[config.mk]
export PLATFORM = sky130hd
export DESIGN_NAME = cci_sequencer
export DESIGN_NICKNAME = d
export VERILOG_FILES = /design/src/rtl/cci_sequencer.sv
export SDC_FILE = /design/constraint.sdc
export NUM_CORES = 1
export LEC_CHECK = 0
export CORE_MARGIN = 3
export CORE_UTILIZATION = 45
export DETAILED_ROUTE_END_ITERATION = 10
export PLACE_DENSITY = 0.67
export SLEW_MARGIN = 20
export SYNTH_ARGS = -nofsm -noshare
export SYNTH_HDL_FRONTEND = slang
export SYNTH_SLANG_ARGS = --single-unit
[constraint.sdc]
create_clock -name clk_in -period 6.55 [get_ports clk_in]
set_input_delay 1.965 -clock clk_in [delete_from_list [all_inputs] [get_ports clk_in]]
set_output_delay 1.965 -clock clk_in [all_outputs]
set_load 0.05 [all_outputs]
[src/rtl/cci_sequencer.sv]
// Camera-control register sequencer: walks a command ROM and drives the
// i2c_master byte handshake for register writes, read-verify, polls and delays.
module cci_sequencer #(
    parameter logic [7:0]  DEVICE_ADDRESS    = 8'h6c,
    parameter int unsigned REG_ADDR_BYTES    = 2,
    parameter int unsigned DATA_BYTES        = 1,
    parameter int unsigned ROM_ADDR_WIDTH    = 8,
    parameter int unsigned DELAY_UNIT_CYCLES = 1000,
    parameter int unsigned RETRY_LIMIT       = 3,
    parameter int unsigned POLL_LIMIT        = 255
) (
    input  logic                                         clk_in,
    input  logic                                         reset_n,
    input  logic                                         start,
    input  logic [ROM_ADDR_WIDTH-1:0]                    seq_base,
    output logic                                         busy,
    output logic                                         done,
    output logic                                         error,
    output logic [2:0]                                   err_code,
    output logic [ROM_ADDR_WIDTH-1:0]                    err_index,
    output logic [ROM_ADDR_WIDTH-1:0]                    rom_addr,
    input  logic [3+8*REG_ADDR_BYTES+8*DATA_BYTES-1:0]   rom_data,
    output logic [7:0]                                   address,
    output logic                                         transfer_start,
    output logic                                         transfer_continues,
    output logic [7:0]                                   data_tx,
    input  logic                                         transfer_ready,
    input  logic                                         interrupt,
    input  logic                                         nack,
    input  logic                                         address_err,
    input  logic [7:0]                                   data_rx
);

    localparam int unsigned AW  = 8 * REG_ADDR_BYTES;
    localparam int unsigned DW  = 8 * DATA_BYTES;
    localparam int unsigned EW  = 3 + AW + DW;
    localparam int unsigned SW  = AW + DW;
    localparam int unsigned BCW = 3;
    localparam int unsigned UW  = $clog2(DELAY_UNIT_CYCLES + 1);
    localparam int unsigned WCW = DW + UW;
    localparam int unsigned RCW = $clog2(RETRY_LIMIT + 2);
    localparam int unsigned PCW = $clog2(POLL_LIMIT + 1);

    localparam logic [2:0] OP_END    = 3'd0;
    localparam logic [2:0] OP_WRITE  = 3'd1;
    localparam logic [2:0] OP_VERIFY = 3'd2;
    localparam logic [2:0] OP_POLL   = 3'd3;
    localparam logic [2:0] OP_DELAY  = 3'd4;

    typedef enum logic [3:0] {
        S_IDLE, S_FETCH, S_LOAD, S_DECODE, S_REQ,
        S_XFER, S_WAIT, S_CHECK, S_DONE, S_ERROR
    } state_e;

    state_e                    state_q, state_d;
    logic [EW-1:0]             ent_q, ent_d;
    logic [BCW-1:0]            byte_q, byte_d;
    logic                      rd_phase_q, rd_phase_d;
    logic [DW-1:0]             rx_q, rx_d;
    logic [RCW-1:0]            retry_q, retry_d;
    logic [PCW-1:0]            poll_q, poll_d;
    logic [WCW-1:0]            wait_q, wait_d;
    logic                      resume_q, resume_d;

    logic                      busy_d, done_d, error_d;
    logic [2:0]                err_code_d;
    logic [ROM_ADDR_WIDTH-1:0] err_index_d, rom_addr_d;
    logic [7:0]                address_d, data_tx_d;
    logic                      transfer_start_d, transfer_continues_d;

    logic [2:0]                op;
    logic [SW-1:0]             seq_bytes;
    logic [DW-1:0]             wdata;
    logic                      is_rd;
    logic [BCW-1:0]            nw;
    logic [BCW-1:0]            byte_nxt;
    logic                      adv, fail;
    logic [2:0]                fail_code;

    assign op        = ent_q[EW-1 -: 3];
    assign seq_bytes = ent_q[SW-1:0];
    assign wdata     = ent_q[DW-1:0];
    assign is_rd     = (op == OP_VERIFY) || (op == OP_POLL);
    assign nw        = is_rd ? BCW'(REG_ADDR_BYTES) : BCW'(REG_ADDR_BYTES + DATA_BYTES);
    assign byte_nxt  = byte_q + BCW'(1);

    // Byte k of {reg_addr, data}, MSB first.
    function automatic logic [7:0] tx_byte(input logic [SW-1:0] s, input logic [BCW-1:0] k);
        logic [SW-1:0] sh;
        sh = s << (32'(k) * 32'd8);
        return sh[SW-1 -: 8];
    endfunction

    always_ff @(posedge clk_in or negedge reset_n) begin
        if (!reset_n) begin
            state_q            <= S_IDLE;
            ent_q              <= '0;
            byte_q             <= '0;
            rd_phase_q         <= 1'b0;
            rx_q               <= '0;
            retry_q            <= '0;
            poll_q             <= '0;
            wait_q             <= '0;
            resume_q           <= 1'b0;
            busy               <= 1'b0;
            done               <= 1'b0;
            error              <= 1'b0;
            err_code           <= '0;
            err_index          <= '0;
            rom_addr           <= '0;
            address            <= '0;
            data_tx            <= '0;
            transfer_start     <= 1'b0;
            transfer_continues <= 1'b0;
        end else begin
            state_q            <= state_d;
            ent_q              <= ent_d;
            byte_q             <= byte_d;
            rd_phase_q         <= rd_phase_d;
            rx_q               <= rx_d;
            retry_q            <= retry_d;
            poll_q             <= poll_d;
            wait_q             <= wait_d;
            resume_q           <= resume_d;
            busy               <= busy_d;
            done               <= done_d;
            error              <= error_d;
            err_code           <= err_code_d;
            err_index          <= err_index_d;
            rom_addr           <= rom_addr_d;
            address            <= address_d;
            data_tx            <= data_tx_d;
            transfer_start     <= transfer_start_d;
            transfer_continues <= transfer_continues_d;
        end
    end

    always_comb begin
        state_d              = state_q;
        ent_d                = ent_q;
        byte_d               = byte_q;
        rd_phase_d           = rd_phase_q;
        rx_d                 = rx_q;
        retry_d              = retry_q;
        poll_d               = poll_q;
        wait_d               = wait_q;
        resume_d             = resume_q;
        busy_d               = busy;
        done_d               = 1'b0;
        error_d              = error;
        err_code_d           = err_code;
        err_index_d          = err_index;
        rom_addr_d           = rom_addr;
        address_d            = address;
        data_tx_d            = data_tx;
        transfer_start_d     = transfer_start;
        transfer_continues_d = transfer_continues;
        adv                  = 1'b0;
        fail                 = 1'b0;
        fail_code            = 3'd0;

        case (state_q)
            S_IDLE: begin
                if (start) begin
                    busy_d     = 1'b1;
                    error_d    = 1'b0;
                    err_code_d = 3'd0;
                    rom_addr_d = seq_base;
                    state_d    = S_FETCH;
                end
            end
            S_FETCH: state_d = S_LOAD;
            S_LOAD: begin
                ent_d   = rom_data;
                state_d = S_DECODE;
            end
            S_DECODE: begin
                retry_d    = '0;
                poll_d     = '0;
                rd_phase_d = 1'b0;
                case (op)
                    OP_END: begin
                        done_d  = 1'b1;
                        busy_d  = 1'b0;
                        state_d = S_DONE;
                    end
                    OP_WRITE, OP_VERIFY, OP_POLL: state_d = S_REQ;
                    OP_DELAY: begin
                        if (wdata == '0) begin
                            adv = 1'b1;
                        end else begin
                            // Loaded one short so the next FETCH lands exactly data*unit after decode.
                            wait_d   = WCW'(wdata) * WCW'(DELAY_UNIT_CYCLES) - WCW'(1);
                            resume_d = 1'b0;
                            state_d  = S_WAIT;
                        end
                    end
                    default: begin
                        fail      = 1'b1;
                        fail_code = 3'd4;
                    end
                endcase
            end
            S_REQ: begin
                if (!interrupt && transfer_ready) begin
                    transfer_start_d     = 1'b1;
                    transfer_continues_d = 1'b1;
                    address_d            = {DEVICE_ADDRESS[7:1], 1'b0};
                    data_tx_d            = tx_byte(seq_bytes, '0);
                    byte_d               = '0;
                    rd_phase_d           = 1'b0;
                    state_d              = S_XFER;
                end
            end
            S_XFER: begin
                if (interrupt) begin
                    if ((!rd_phase_q && (nack || address_err)) || (rd_phase_q && address_err)) begin
                        transfer_start_d     = 1'b0;
                        transfer_continues_d = 1'b0;
                        if (retry_q == RCW'(RETRY_LIMIT)) begin
                            fail      = 1'b1;
                            fail_code = 3'd1;
                        end else begin
                            retry_d  = retry_q + RCW'(1);
                            wait_d   = WCW'(DELAY_UNIT_CYCLES) - WCW'(1);
                            resume_d = 1'b1;
                            state_d  = S_WAIT;
                        end
                    end else if (!rd_phase_q) begin
                        transfer_start_d = 1'b0;
                        if (byte_nxt < nw) begin
                            data_tx_d            = tx_byte(seq_bytes, byte_nxt);
                            transfer_continues_d = ((byte_nxt + BCW'(1)) < nw) || is_rd;
                            byte_d               = byte_nxt;
                        end else if (is_rd) begin
                            // Repeated start in read direction; no STOP in between.
                            transfer_start_d     = 1'b1;
                            address_d            = {DEVICE_ADDRESS[7:1], 1'b1};
                            transfer_continues_d = (DATA_BYTES > 1);
                            rd_phase_d           = 1'b1;
                            byte_d               = '0;
                        end else begin
                            transfer_continues_d = 1'b0;
                            adv                  = 1'b1;
                        end
                    end else begin
                        transfer_start_d = 1'b0;
                        rx_d             = DW'({rx_q, data_rx});
                        if (byte_nxt < BCW'(DATA_BYTES)) begin
                            transfer_continues_d = ((byte_nxt + BCW'(1)) < BCW'(DATA_BYTES));
                            byte_d               = byte_nxt;
                        end else begin
                            transfer_continues_d = 1'b0;
                            state_d              = S_CHECK;
                        end
                    end
                end
            end
            S_WAIT: begin
                if (wait_q <= WCW'(1)) begin
                    if (resume_q) state_d = S_REQ;
                    else          adv     = 1'b1;
                end else begin
                    wait_d = wait_q - WCW'(1);
                end
            end
            S_CHECK: begin
                if (rx_q == wdata) begin
                    adv = 1'b1;
                end else if (op == OP_VERIFY) begin
                    fail      = 1'b1;
                    fail_code = 3'd2;
                end else if (poll_q == PCW'(POLL_LIMIT - 1)) begin
                    fail      = 1'b1;
                    fail_code = 3'd3;
                end else begin
                    poll_d   = poll_q + PCW'(1);
                    wait_d   = WCW'(DELAY_UNIT_CYCLES) - WCW'(1);
                    resume_d = 1'b1;
                    state_d  = S_WAIT;
                end
            end
            S_DONE:  state_d = S_IDLE;
            S_ERROR: state_d = S_IDLE;
            default: state_d = S_IDLE;
        endcase

        // Step to the next entry; running off the end of the ROM is an error.
        if (adv) begin
            if (&rom_addr) begin
                fail      = 1'b1;
                fail_code = 3'd5;
            end else begin
                rom_addr_d = rom_addr + ROM_ADDR_WIDTH'(1);
                state_d    = S_FETCH;
            end
        end

        if (fail) begin
            error_d              = 1'b1;
            err_code_d           = fail_code;
            err_index_d          = rom_addr;
            busy_d               = 1'b0;
            transfer_start_d     = 1'b0;
            transfer_continues_d = 1'b0;
            state_d              = S_ERROR;
        end
    end

endmodule

==> impl_metrics.csv <==
group,metric,value,unit
detailed_routing,number_of_drc_violations_after_detailed_routing,0,
sta,slew_viol_final,0,
yosys,yosysUniqueCellTypes,76,
sta,slew_headroom,0.3364,
worst_hold_path,timing.hold.worst.class,"flop to flop",
setup_path,worst-endpoint-arrival,5250,ps
die,floorplan.io_pins,90,
detailed_routing,routedWlPerCell,17.55,um
yosys,syn_area,0.007307,mm2
setup_path,worst_path_most_repeated_cell,"sky130_fd_sc_hd__inv_1",
die,initial_core_util,0.4702,
setup_path,critical_path_sink_type,"flop",
sta,setup_violations,0,
setup_path,worstSetupPathType,"flop to flop",
setup_path,crit_chain,"inv_1 -> fa_1 -> inv_1 -> fa_1 -> inv_1 -> fa_1 -> inv_1 -> ha_1 -> ha_1 -> nor2b_1 -> a2111oi_0 -> nand3_1 -> nor4_1 -> nand4b_1 -> xnor2_1 -> o22ai_1",
die,core-area,0.01554,mm2
detailed_routing,wl,18.55,mm
sta,fin_worst_skew,7.554,ps
clock_network,root_buffer,"sky130_fd_sc_hd__clkbuf_16",
detailed_routing,avgViaCountPerCell,5.756,
yosys,synth_seq_cells,107,
job,maxCapViolations,0,
detailed_routing,drt-initial-drc-count,515,
global_route,first_pass_grt_wire_length,30.80,mm
yosys,post_synth_edffs,0,
die,chipHeight,133.4,um
sta,rsz0062_at_grt,"no",
global_route,grt_start_max_net_pins,62,
cells_and_area,nNetsFinal,967,
yosys,synth-async-reset-ratio,1.000,
global_route,overflow,0,
yosys,synthesis.instances,779,
clock_network,clock_sinks,107,
detailed_routing,num_vias,6084,
setup_path,critPathSlowestCell,"sky130_fd_sc_hd__dfrtp_1",
clock_network,cts_tree,"done",
cells_and_area,insertedDiodeCount,0,
sta,worst-slew-pin-transition,970.4,ps
clock_network,cts_inserted_buffers,9,
yosys,most_used_flip_flop_cell_after_synthesis,"sky130_fd_sc_hd__dfrtp_1",
placed_design,place.port_buffers,86,
yosys,synth_sequential_area_ratio,0.3664,
cells_and_area,final_layout_size_suffix_gt1_frac,0.08865,
cells_and_area,final_cell_area,0.008612,mm2
sta,tns,0,ps
sta,fin_crit_sh,0.7661,
global_route,global_route.usage.total,0.2130,
global_route,first_global_vias,5963,
sta,maximum_clock_rate,0.1993,GHz
die,std_cell_rows,45,
global_route,antenna_found_initial,0,
clock_network,clock_path_buffers,2,
clock_network,number_of_levels_in_the_clock_h_tree,3,
sta,timing.final.hold_violations,0,
detailed_routing,drt.antenna.violating_nets,0,
die,die-width,133.4,um
status,status,"finished clean",
sta,period_minus_slack,5018,ps
clock_network,clk_latency,350,ps
clock_network,postCtsSetupRepairBufs,0,
placed_design,post-dp-hpwl,14.04,mm
detailed_routing,detailedRoute.firstPassIterationCount,5,
clock_network,cts_resized,0,
clock_network,clkTransAtPathRegs,70,ps
placed_design,placement.cell_area,0.008299,mm2
yosys,yosysWarnings,0,
cells_and_area,post_synthesis_to_final_layout_area_growth,17.86,%
setup_path,critical_path_peak_fanout,7,
setup_path,critical_path.max_stage_delay,530,ps
setup_path,start_kind,"flop",
yosys,avgSynthCellArea,9.380,um2
clock_network,cts_hold_repair.buffers,0,
placed_design,final_replace_weighted_congestion,0.9313,
setup_path,critPathRequiredTime,6780,ps
die,fp.dieArea,0.01780,mm2
flip-flops by register name, summed over array words and instances (netlist names), 2 cells and up:
register,count
byte_q,3
data_tx,8
state_q,4
poll_q,8
err_code,3
wait_q,18
retry_q,3
rom_addr,8
address,2
err_index,8
rx_q,8
ent_q,27
Yosys cell counts (6+ instances only):
master	instances	area [um2]
sky130_fd_sc_hd__a21oi_1	37	185.2
sky130_fd_sc_hd__a31oi_1	8	50.05
sky130_fd_sc_hd__and3_1	8	50.05
sky130_fd_sc_hd__buf_2	6	30.03
sky130_fd_sc_hd__buf_4	6	45.04
sky130_fd_sc_hd__clkbuf_1	26	97.59
sky130_fd_sc_hd__dfrtp_1	107	2678
sky130_fd_sc_hd__fa_1	21	420.4
sky130_fd_sc_hd__ha_1	53	663.1
sky130_fd_sc_hd__inv_1	52	195.2
sky130_fd_sc_hd__mux2_2	37	416.7
sky130_fd_sc_hd__nand2_1	69	259.0
sky130_fd_sc_hd__nand2b_1	6	37.54
sky130_fd_sc_hd__nand3_1	23	115.1
sky130_fd_sc_hd__nand4_1	13	81.33
sky130_fd_sc_hd__nor2_1	56	210.2
sky130_fd_sc_hd__nor2b_1	7	43.79
sky130_fd_sc_hd__nor3_1	24	120.1
sky130_fd_sc_hd__nor3b_1	6	45.04
sky130_fd_sc_hd__nor4_1	10	62.56
sky130_fd_sc_hd__o21ai_0	61	305.3
sky130_fd_sc_hd__o22ai_1	13	81.33
sky130_fd_sc_hd__xnor2_1	21	183.9
sky130_fd_sc_hd__xor2_1	20	175.2
cell type report:
type | count | area, um2
Clock buffer | 10 | 239.0
Clock inverter | 4 | 73.82
Fill cell | 1418 | 6928
Inverter | 52 | 195.2
Multi-Input combinational cell | 583 | 4274
Sequential cell | 107 | 2678
Tap cell | 211 | 264.0
Timing Repair Buffer | 90 | 888.4
cell families (layout without fill, tap and decap cells):
group	count (synthesis)	count (layout)	synth area share
AND/OR/NAND/NOR	250	250	0.1738
AO/OA/AOI/OAI	174	174	0.1474
flip-flops	107	107	0.3664
buffers and inverters	91	156	0.05188
adder cells (fa/ha/maj)	75	75	0.1497
XOR/XNOR	41	41	0.04914
multiplexers	40	40	0.06113
other	1	3	0.0005132
routing by layer:
metal / vias to the layer above / part of all wire / global-route usage
li1: 2895 / - / -
met1: 2970 / 0.46 / 0.3025
met2: 201 / 0.47 / 0.3321
met3: 18 / 0.057 / 0.04569
met4: 0 / 0.014 / 0.05771
met5: - / 0 / 0
per-stage QoR:
step / std cells / hold slack, ps / worst slack (ps) / utilization
final: 1057 / 486.2 / 1532 / 0.5542
after global routing: 1057 / 511.4 / 1085 / 0.5542
after CTS: 1057 / 488.8 / 1543 / 0.5542
after detailed placement: 1043 / 471.6 / 1561 / 0.5341
after global placement: 1043 / 460.9 / 1691 / 0.5337
after floorplan: 781 / 449.8 / 1867 / -
placed cells by master, fill, tap and decap left out, drive strengths merged, types with 3 or more instances in the layout:
cell	n
or2	4
nand2b	6
conb	3
a2111oi	3
nor3	26
a21boi	4
mux2	37
nor3b	6
nand2	69
clkdlybuf4s50	85
inv	53
a21oi	37
nor2b	7
a22oi	3
xnor2	21
o211ai	4
and3	8
mux2i	3
buf	5
nand3	23
a31oi	8
fa	21
dfrtp	107
xor2	20
nor2	57
a211oi	3
a311oi	3
nor4	12
nand4b	3
nand4	13
and4	4
clkbuf	10
ha	53
o22ai	13
o21ai	65
critical path, delay by kind of cell (launching register included):
family	cells	cell delay (ps)
AND/OR/NAND/NOR	4	1040
AO/OA/AOI/OAI	2	570
flip-flops	1	530
XOR/XNOR	1	190
buffers and inverters	4	360
adder cells (fa/ha/maj)	5	2190
path summary, 6_finish.rpt:
check,startpoint,endpoint,slack (ps),depth (start not counted)
worst max-delay path,ent_q[5],wait_q[17],1530,16
worst min-delay path,error,error,490,2
worst max register to register,ent_q[5],wait_q[17],1530,16
worst min register to register,error,error,490,2
max in group asynchronous,reset_n,ent_q[3],3720,2
min in group asynchronous,reset_n,data_tx[6],1680,1
Power is left out: the tool's default activity adds up to more than one toggle a clock period on the data nets, which glitch-free logic cannot reach.
